## src/rtl/sdram_arbiter.sv

```systemverilog
`timescale 1ns/1ps
`default_nettype none
// ============================================================================
// Module      : sdram_arbiter
// Description : Refresh / write-burst / read-burst arbiter in front of an
//               SDRAM command engine, with refresh interval timer.
// Revision    : 1.0 - initial release
// ============================================================================
module sdram_arbiter #(
  parameter int REF_PERIOD = 782,
  parameter int BURST_LEN  = 8,
  parameter int ADDR_W     = 22
) (
  input  logic              clk,
  input  logic              rst_n,
  input  logic              init_done,
  input  logic              wr_req,
  input  logic              rd_req,
  input  logic              wr_done,
  input  logic              rd_done,
  input  logic              ref_done,
  output logic              wr_en,
  output logic              rd_en,
  output logic              ref_en,
  output logic [ADDR_W-1:0] wr_addr,
  output logic [ADDR_W-1:0] rd_addr,
  output logic              ref_overrun
);

  localparam int                TMR_W       = (REF_PERIOD > 1) ? $clog2(REF_PERIOD) : 1;
  localparam logic [TMR_W-1:0]  C_TMR_LAST  = TMR_W'(REF_PERIOD - 1);
  localparam logic [TMR_W-1:0]  C_TMR_ONE   = TMR_W'(1);
  localparam logic [ADDR_W-1:0] C_ADDR_STEP = ADDR_W'(BURST_LEN);

  typedef enum logic [1:0] {
    S_IDLE    = 2'd0,
    S_WRITE   = 2'd1,
    S_READ    = 2'd2,
    S_REFRESH = 2'd3
  } state_t;

  state_t           r_state;
  logic [TMR_W-1:0] r_tmr;
  logic             r_ref_pend;
  logic             r_last_wr;
  logic             r_armed;

  logic             w_tc;
  logic             w_ref_served;
  logic             w_pick_wr;
  logic             w_pick_rd;

  assign w_tc         = init_done && (r_tmr == C_TMR_LAST);
  assign w_ref_served = (r_state == S_REFRESH) && ref_done;
  // Write wins unless a read is also waiting and the last grant was a write.
  assign w_pick_wr    = wr_req && (!rd_req || !r_last_wr);
  assign w_pick_rd    = rd_req && !w_pick_wr;

  // Refresh interval timer, pending request and sticky overrun flag.
  always_ff @(posedge clk or negedge rst_n) begin
    if (!rst_n) begin
      r_tmr       <= '0;
      r_ref_pend  <= 1'b0;
      ref_overrun <= 1'b0;
    end else begin
      if (!init_done || w_tc) begin
        r_tmr <= '0;
      end else begin
        r_tmr <= r_tmr + C_TMR_ONE;
      end

      // A refresh finishing on the terminal-count edge is not a miss.
      if (w_tc) begin
        r_ref_pend <= 1'b1;
        if (r_ref_pend && !w_ref_served) begin
          ref_overrun <= 1'b1;
        end
      end else if (w_ref_served) begin
        r_ref_pend <= 1'b0;
      end
    end
  end

  // Arbitration FSM with registered grants and burst address counters.
  always_ff @(posedge clk or negedge rst_n) begin
    if (!rst_n) begin
      r_state   <= S_IDLE;
      wr_en     <= 1'b0;
      rd_en     <= 1'b0;
      ref_en    <= 1'b0;
      wr_addr   <= '0;
      rd_addr   <= '0;
      r_last_wr <= 1'b0;
      r_armed   <= 1'b0;
    end else begin
      r_armed <= 1'b1;
      case (r_state)
        S_IDLE: begin
          if (init_done && r_armed) begin
            if (r_ref_pend) begin
              r_state <= S_REFRESH;
              ref_en  <= 1'b1;
            end else if (w_pick_wr) begin
              r_state   <= S_WRITE;
              wr_en     <= 1'b1;
              r_last_wr <= 1'b1;
            end else if (w_pick_rd) begin
              r_state   <= S_READ;
              rd_en     <= 1'b1;
              r_last_wr <= 1'b0;
            end
          end
        end
        S_WRITE: begin
          if (wr_done) begin
            r_state <= S_IDLE;
            wr_en   <= 1'b0;
            wr_addr <= wr_addr + C_ADDR_STEP;
          end
        end
        S_READ: begin
          if (rd_done) begin
            r_state <= S_IDLE;
            rd_en   <= 1'b0;
            rd_addr <= rd_addr + C_ADDR_STEP;
          end
        end
        S_REFRESH: begin
          if (ref_done) begin
            r_state <= S_IDLE;
            ref_en  <= 1'b0;
          end
        end
        default: begin
          r_state <= S_IDLE;
          wr_en   <= 1'b0;
          rd_en   <= 1'b0;
          ref_en  <= 1'b0;
        end
      endcase
    end
  end

  a_one_grant : assert property (@(posedge clk) disable iff (!rst_n)
    $onehot0({wr_en, rd_en, ref_en}));

endmodule
`default_nettype wire

```

## config.mk

```make
export PLATFORM = sky130hd
export DESIGN_NAME = sdram_arbiter
export DESIGN_NICKNAME = d
export VERILOG_FILES = /design/src/rtl/sdram_arbiter.sv
export SDC_FILE = /design/constraint.sdc
export NUM_CORES = 1
export LEC_CHECK = 0
export ABC_AREA = 1
export BUFFER_PORTS_ARGS = -buffer_cell sky130_fd_sc_hd__buf_4
export CORE_ASPECT_RATIO = 1.2
export CORE_MARGIN = 2
export CORE_UTILIZATION = 25
export DETAILED_ROUTE_END_ITERATION = 12
export GPL_TIMING_DRIVEN = 0
export SYNTH_ARGS = -nofsm -noshare
export SYNTH_HDL_FRONTEND = slang
export SYNTH_SLANG_ARGS = --single-unit
```

## constraint.sdc

```tcl
create_clock -name clk -period 2.76 [get_ports clk]
set_input_delay 0.138 -clock clk [delete_from_list [all_inputs] [get_ports clk]]
set_output_delay 0.138 -clock clk [all_outputs]
set_load 0.02 [all_outputs]
```

## Word level (Yosys, flattened, before mapping)

Index checks and enable logic that the tools add are counted.

| word-level totals | value |
|---|---|
| latch bits | 0 |
| logic and storage cells | 84 |
| RAM bits | 0 |
| bits in registers | 63 |
| bits in read-only memories | 0 |
| memories | 0 |
| input bits | 8 |

| operators by class | value |
|---|---|
| reductions and logical operators | 27 |
| shift operators | 0 |
| div/mod/pow operators | 0 |
| $add $sub $neg | 3 |
| bitwise logic cells | 1 |
| multiplexer cells | 28 |
| magnitude comparators | 0 |
| multipliers | 0 |
| eq/ne operators | 14 |

Operators by type and width:

| kind | number |
|---|---|
| adder 22 x 4 -> 22 bit (second input constant) | 2 |
| != test 2 bit (second input constant) | 9 |
| 2-to-1 mux 1 bit | 16 |
| 2-to-1 mux 2 bit | 7 |
| adder 10 x 1 -> 10 bit (second input constant) | 1 |
| == test 10 bit (second input constant) | 1 |
| 2-to-1 mux 10 bit | 1 |
| AND reduction 5 bit | 2 |
| nonzero test 2 bit | 5 |
| one-hot mux 2 bit (4 select lines) | 1 |
| AND reduction 4 bit | 2 |
| logical AND 1 bit | 6 |
| one-hot mux 1 bit (2 select lines) | 3 |
| AND reduction 2 bit | 3 |
| AND reduction 6 bit | 1 |
| zero test 1 bit | 5 |
| == test 2 bit (second input constant) | 2 |
| != test 4 bit (second input constant) | 1 |
| == test 2 x 1 -> 1 bit (second input constant) | 1 |
| zero test 2 bit | 1 |
| logical OR 1 bit | 2 |
| inverter 1 bit | 1 |

## Depth between registers and ports, before layout

Gate-level depths: netlist of run 1.

| logic depth | value |
|---|---|
| depth after elaboration | 10 |
| gate-level depth with buffers | 10 |
| mapped depth without buffers | 9 |

## Least setup slack after synthesis of run 1

No wires, ideal clock.

| path | value |
|---|---|
| path type | register to register |
| start point | register rd_addr[3] |
| end point | register rd_addr[17] |
| buffers on the path | 0 |
| data arrival time | 1.368 ns |
| slack | 1.270 ns |
| required time | 2.638 ns |
| clock period less this slack | 1.490 ns |
| setup time | 0.122 ns |
| cell stages (with the launch flop) | 8 |
| cells stage by stage | dfrtp_1 -> ha_1 -> nand3_1 -> nor2_4 -> nand2_4 -> nor2_4 -> nand2_1 -> xor2_1 |

| between the ends | value |
|---|---|
| word-level cells in the longest chain between the ends | 1 |

RTL lines:

| element | RTL line | text |
|---|---|---|
| from (decl) | 26 | `output logic [ADDR_W-1:0] rd_addr,` |
| from (signal assigned) | 125 | `rd_addr <= rd_addr + C_ADDR_STEP;` |
| adder 22 x 4 -> 22 bit | 125 |  |

No other way between the ends.
A chain may end at the register's enable or synchronous reset.

## Worst setup path in the final report of run 1

| path | value |
|---|---|
| start point | register r_tmr[1] |
| end point | register r_tmr[9] |

| between the ends | value |
|---|---|
| word-level cells in the longest chain between the ends | 4 |

RTL lines:

| element | RTL line | text |
|---|---|---|
| from (decl) | 43 | `logic [TMR_W-1:0] r_tmr;` |
| from (signal assigned) | 69 | `r_tmr <= r_tmr + C_TMR_ONE;` |
| branches (longest 3 deep; another with adder 10 x 1 -> 10 bit) | -- |  |
| 2-to-1 mux 10 bit (*) | 66 | `if (!init_done \|\| w_tc) begin` |

Every way passes the cells marked *.

==> impl_results.md, run 1 <==
- Reg power frac: 37.0%
- Worst path max stage delay: roughly 0.40 ns
- Max-cap violations: 0
- Max rail drop VDD: 0.250 mV
- Leakage: ~0.0020 µW
- All-Layer GR Usage: between 10% and 20%
- Setup TNS: 0 ns
- Post-route ant nets: 0
- Combinational power share: a little under a quarter
- DP Wirelength: approximately 4700 µm
- I/O pin count: 56
- 1st-pass router iterations: 4
- Worst R2R Start: r_tmr[1]
- Worst Tran Pin Value: 0.757 ns
- CTS tree: done
- Multi-input gate area: between 1000 and 1500 µm²
- P per Cell Area: between 700 and 800 nW/µm²
- Die ar.: roughly 13000 µm²
- Setup clock skew after layout: between 0.007 and 0.008 ns
- Worst Setup SP: r_tmr[1]
- Worst Hold Class: in -> reg
- Critical-path top delay cell: dfrtp_1
- Nets: 441
- CTS Root Cell: clkbuf_16
- Die Ht: 124 µm
- Total congestion overflow: 0
- Critical Setup Path Class: reg -> reg
- Synthesis-to-finish area growth: 30.1%
- Rows: 43
- Via density: roughly 4.1
- Cells on worst reg2reg path: 7
- Internal Pwr Total: 2000 µW
- Crit end category: flip-flop
- CP max FO: 9
- Routability Congestion: 0.795
- Core area: 11600 µm²
- Fillcell total: approximately 1200
- Status: completed
- Max-slew violation count: 0
- # setup viols final: 0
- Arrival time worst endpoint: approximately 1.7 ns
- Iter 0 DRT Violations: 60
- CP Launch Type: flip-flop
- Worst-skew pair later-pin latency: 0.33 ns
- Post-DR wirelength/cell: approximately 11 µm
- Synth top area share: 47.5%
- N_diodes: 0
- Initial antenna violation count: 0
- P_sw: between 900 and 1000 µW
- DRC viols: 0
- Clk network pwr share: between 40% and 50%
- Setup crit end: r_tmr[9]
- Initial core utilization: 25.9%
- Fmax: between 600 and 700 MHz
- First-pass GRT wire length: 10800 µm
- Reg-to-reg slack, setup: about 1.2 ns
- Required @ worst endpoint: 2.95 ns
- DP Area: ~3600 µm²
- Yosys Warn Count: 0
- PortBufs: slightly below 50
- Layout cells sized above 1: approximately 20%
- R2R Path End: r_tmr[9]
- DR vias: between 2000 and 2500
- Slew HR: 49.5%
- Mapped Cells: 363
- H-Tree Depth: 3
- Final Cell Area: approximately 4000 µm²
- Leading area contributor after synthesis: dfrtp_1
- Largest net degree at the start of global routing: 58
- CTS Buffer Depth: 2
- Crit path cell chain: inv_1, ha_1, inv_1, nor3_1, nand4_1, nand2_1, nor2_1
- Number of library cell types mapped by synthesis: 27
- Final Critical Period: 1.54 ns
- Clock-pin slew on the worst setup and hold paths: roughly 0.05 ns
- Post-synthesis cell area: 3010 µm²
- Synthesized area per cell: 8.28 µm²
- Tcrit/Tclk final: around 56%
- TritonCTS Buffers: 9
- Die width: 104 µm
- Vias in the first global route: ~2300
- Storage cell area: about 1400 µm²
- Ranking of synthesized cells by area: dfrtp_1 47%, nand2_1 11%, nor2_1 6.0%
- Sw frac: approximately 31%
- RSZ-0062 raised after global routing: no
- Seq/Total Area, Yosys: between 40% and 50%
- Hold Path Depth: 3
- Clk sink count: 57
- Detailed Route WL: 6340 µm
- Final hold violation count: 0
- #FFs+latches synth: 57
- Final Util: roughly a third
- Most common cell on crit path: inv_1
==> kinds of logic (layout without fill, tap and decap cells) <==
| logic type | count (synthesis) | count (layout) | share of synthesized area (%) |
|---|---|---|---|
| flops | 57 | 57 | 47.5 |
| xor+xnor | 32 | 32 | 9.33 |
| buf+inv | 51 | 117 | 7.24 |
| simple gates | 198 | 198 | 30.6 |
| other cells | 2 | 7 | 0.250 |
| fa+ha+maj | 4 | 4 | 1.67 |
| compound gates | 19 | 19 | 3.41 |
==> sequential cells by signal, indices dropped and copies added (netlist names) <==
name,cells
r_ref_pend,1
rd_addr,19
r_tmr,10
wr_addr,19
r_last_wr,1
ref_overrun,1
rd_en,1
r_armed,1
wr_en,1
ref_en,1
r_state,2
==> layer usage <==
layer  routed length (µm)  part of all wire [%]  track usage [%]  vias to the layer above
met5                    0                     0                0                        -
met4                  144                   2.3             5.83                        0
met3                  248                   3.9             2.77                       11
met2                 3000                    47             17.1                       48
met1                 2960                    47             12.9                     1127
li1                     -                     -                -                     1265
==> synth_stat cells <==
| master | instances |
|---|---|
| a21boi_0 | 1 |
| a21oi_1 | 3 |
| and3_1 | 1 |
| buf_4 | 7 |
| conb_1 | 2 |
| dfrtp_1 | 57 |
| ha_1 | 4 |
| inv_1 | 42 |
| inv_2 | 2 |
| nand2_1 | 91 |
| nand2_2 | 2 |
| nand2_4 | 1 |
| nand3_1 | 20 |
| nand3_4 | 2 |
| nand3b_1 | 2 |
| nand4_1 | 9 |
| nor2_1 | 48 |
| nor2_4 | 6 |
| nor3_1 | 13 |
| nor3_4 | 1 |
| nor3b_1 | 1 |
| o21a_1 | 1 |
| o21ai_0 | 13 |
| o21bai_1 | 1 |
| or2_2 | 1 |
| xnor2_1 | 13 |
| xor2_1 | 19 |
==> worst min-delay path by stage <==
stage | from | endpoint | slack [ns]
after floorplan | rst_n | r_armed | -0.16
after global placement | rst_n | wr_en | 0.27
after detailed placement | rst_n | wr_addr[3] | 0.27
after CTS | init_done | r_tmr[2] | 0.07
after global routing | init_done | r_tmr[2] | 0.11
final | init_done | r_tmr[2] | 0.09
==> through the flow <==
step	total power, µW	std cells	setup WS [ns]	hold WS, ns
detailed placement	1760	574	1.23	0.270
finish	2910	591	1.22	0.0862
floorplan	1510	368	1.27	-0.158
CTS	2960	591	1.22	0.0720
global route	3070	591	1.02	0.110
global placement	1760	574	1.24	0.265
==> power by group through the flow <==
stage          logic (µW)  registers (µW)  clock network, µW
2_1_floorplan         337            1170                  0
3_3_place_gp          668            1090                  0
3_5_place_dp          674            1090                  0
4_1_cts               680            1080               1200
5_1_grt               747            1090               1230
6_report              668            1080               1170
==> placed cells by master, fill, tap and decap left out <==
master,Yosys,layout
nand2_1,91,91
dfrtp_1,57,57
buf_4,7,56
nor2_1,48,48
inv_1,42,42
nand3_1,20,20
xor2_1,19,19
nor3_1,13,13
o21ai_0,13,13
xnor2_1,13,13
nand4_1,9,9
clkbuf_16,0,9
conb_1,2,7
nor2_4,6,6
ha_1,4,4
a21oi_1,3,3
clkinv_2,0,3
inv_2,2,2
nand3_4,2,2
nand3b_1,2,2
nand2_2,2,2
bufinv_16,0,2
and3_1,1,1
a21boi_0,1,1
or2_2,1,1
o21bai_1,1,1
nand2_4,1,1
nor3_4,1,1
nor3b_1,1,1
o21a_1,1,1
clkinvlp_4,0,1
clkbuf_1,0,1
dlygate4sd3_1,0,1
==> final cells by class <==
| type | instances | share of cell area, % |
|---|---|---|
| Sequential cell | 57 | 36.5 |
| Multi-Input combinational cell | 260 | 35.3 |
| Timing Repair Buffer | 50 | 9.66 |
| Clock buffer | 10 | 5.86 |
| Tap cell | 157 | 5.02 |
| Inverter | 44 | 4.22 |
| Clock inverter | 6 | 2.11 |
| Buffer | 7 | 1.34 |
==> critical path: cells and delay by family (launching register included) <==
family | cells | cell delay [ns]
simple gates | 4 | 0.78
buf+inv | 2 | 0.11
fa+ha+maj | 1 | 0.14
flops | 1 | 0.40
==> what timing repair did <==
action | CTS | global route
setup buffers | 0 | 0
gates resized for setup | 0 | 0
endpoints found under the hold margin | 57 | 0
hold buffers | 1 | 0
Note: power is estimated with default switching activity, not from simulation.
==> run 2, diff against run 1 <==
- clock period: 2.76 -> 1.37 ns (I/O delays scaled with it)
==> impl_results.md, run 2 (synthesized netlist as in run 1, its figures left out) <==
- Initial core utilization: ~26%
- Top Registers: rd_addr x19, wr_addr x19, r_tmr x10
- Routability Congestion: about 0.83
- CP max FO: 6
- DP Wirelength: roughly 4800 µm
- P per Cell Area: about 1400 nW/µm²
- Placed Instances: 574
- Final Worst Setup Slack: -0.0391 ns
- Max-cap violations: 0
- Final Critical Period: between 1 and 1.5 ns
- N_diodes: 0
- DRC viols: 0
- Largest net degree at the start of global routing: 58
- Crit end category: flip-flop
- Slew HR: between 40% and 50%
- DP Area: ~3600 µm²
- Synthesis-to-finish area growth: 43.4%
- Worst path max stage delay: around 0.37 ns
- Fmax: approximately 710 MHz
- Post-route ant nets: 0
- RSZ-0062 raised after global routing: yes
- Worst Tran Pin Value: about 0.75 ns
- I/O pin count: 56
- Fillcell total: 1200
- Most frequent cells in the layout: 86 x nand2_1, 80 x buf_4, 46 x dfrtp_1, 44 x nor2_1, 39 x inv_1
- Final Cell Area: approximately 4300 µm²
- # setup viols final: 6
- CTS tree: done
- First-pass GRT wire length: about 12000 µm
- Critical-path top delay cell: dfrtp_1
- Initial antenna violation count: 0
- Critical Setup Path Class: reg -> reg
- CTS Buffer Depth: 2
- Vias in the first global route: roughly 2600
- Detailed Route WL: 7330 µm
- Final hold violation count: 0
- Tcrit/Tclk final: 103%
- Non-Filler Instances: 619
- Worst Hold Class: in -> reg
- H-Tree Depth: 3
- CP Launch Type: flip-flop
- Crit path cell chain: buf_6, clkinv_4, nand3_4, nor2_4, nand4_1, buf_4, nor3_2, nor2_1
- Storage cell area: ~1400 µm²
- Via density: roughly 4.3
- Violated checks: setup timing
- Die ar.: between 10000 and 15000 µm²
- Leakage: 0.00214 µW
- Max-slew violation count: 0
- Reg-to-reg slack, setup: -0.04 ns
- Iter 0 DRT Violations: 64
- Die width: 104 µm
- Die Ht: 124 µm
- Buffers and inverters on the worst path: 3
- Clock-pin slew on the worst setup and hold paths: 0.05 ns
- 1st-pass router iterations: 4
- Worst-skew pair later-pin latency: 0.33 ns
- PortBufs: between 40 and 50
- Required @ worst endpoint: between 1.5 and 2 ns
- Status: finished with violations
- All-Layer GR Usage: ~12%
- CP top delay family: simple AND/OR/NAND/NOR gates
- Nets: 470
- Max rail drop VDD: ~0.48 mV
- Layout cells sized above 1: 34.4%
- Setup TNS: -0.169 ns
- Core area: approximately 12000 µm²
- Multi-input gate area: roughly 1600 µm²
- DR vias: 2644
- Post-DR wirelength/cell: 11.8 µm
- Clk sink count: 57
- Arrival time worst endpoint: ~1.6 ns
- Setup clock skew after layout: 0.00763 ns
- TritonCTS Buffers: 9
- Rows: 43
- Commonest non-fill, non-tap cell in the layout: nand2_1
- CTS Root Cell: clkbuf_16
- Total congestion overflow: 0
run 2: changes by cell type in the layout (fill, tap and decap cells not counted), moves of 4 or more:
| cell | previous run | this run |
|---|---|---|
| dfrtp_2 | 0 | 11 |
| nand2_1 | 91 | 86 |
| dfrtp_1 | 57 | 46 |
| buf_6 | 0 | 4 |
| nand3_2 | 0 | 5 |
| ha_1 | 4 | 0 |
| buf_4 | 56 | 80 |
| nand3_1 | 20 | 14 |
| nand2_2 | 2 | 6 |
| nor2_1 | 48 | 44 |
| nor3_2 | 0 | 6 |
| nor3_1 | 13 | 5 |
run 2: power breakdown:
group | switching [µW] | internal [µW] | total, µW
Combinational | 972 | 844 | 1820
Clock | 753 | 1350 | 2100
Sequential | 270 | 1940 | 2210
run 2: cell type report:
cell class                 count  area share (%)
multi-input combinational    261            36.2
tap                          157            4.56
timing repair buffer          78            13.9
buffer                         7            1.31
inverter                      44            4.09
clock inverter                 3           0.348
sequential                    57            33.4
clock buffer                  12            6.18
run 2: routing by layer:
| layer | vias to the layer above | track usage (%) | part of all wire [%] |
|---|---|---|---|
| li1 | 1319 | - | - |
| met2 | 42 | 20.1 | 52 |
| met5 | - | 0 | 0 |
| met4 | 0 | 5.57 | 1.7 |
| met1 | 1275 | 12.9 | 43 |
| met3 | 8 | 3.66 | 3.7 |
run 2: timing repair:
| item | in CTS | in global routing |
|---|---|---|
| setup endpoints to repair | 30 | 42 |
| pin swaps | 14 | 21 |
| resized for setup | 18 | 42 |
| hold buffers | 1 | 0 |
| cloned | 1 | 0 |
| buffers inserted | 17 | 11 |
| endpoints found under the hold margin | 57 | 0 |
run 2: worst min-delay path, cell delays in order:
cell and delay (ns):
buf_4 0.13, nand3_1 0.07, nor2_1 0.04
run 2: final timing paths:
path | endpoint | depth (start not counted) | from
worst max-delay path | wr_addr[20] | 8 | r_state[1]
worst min-delay path | r_tmr[2] | 3 | init_done
worst max register to register | wr_addr[20] | 8 | r_state[1]
worst min register to register | ref_overrun | 2 | ref_overrun
max in group asynchronous | rd_addr[6] | 2 | rst_n
min in group asynchronous | wr_en | 2 | rst_n
run 2: metrics by stage:
step                      hold slack, ns  setup slack, ns  util (%)  power [µW]
after floorplan                   -0.227          0.00396         -        3060
after global placement             0.188           -0.137      31.0        3550
after detailed placement           0.197           -0.154      31.0        3580
after CTS                         0.0148          -0.0444      35.2        5980
after global routing              0.0297           -0.140      37.1        6510
final                             0.0193          -0.0391      37.1        6130
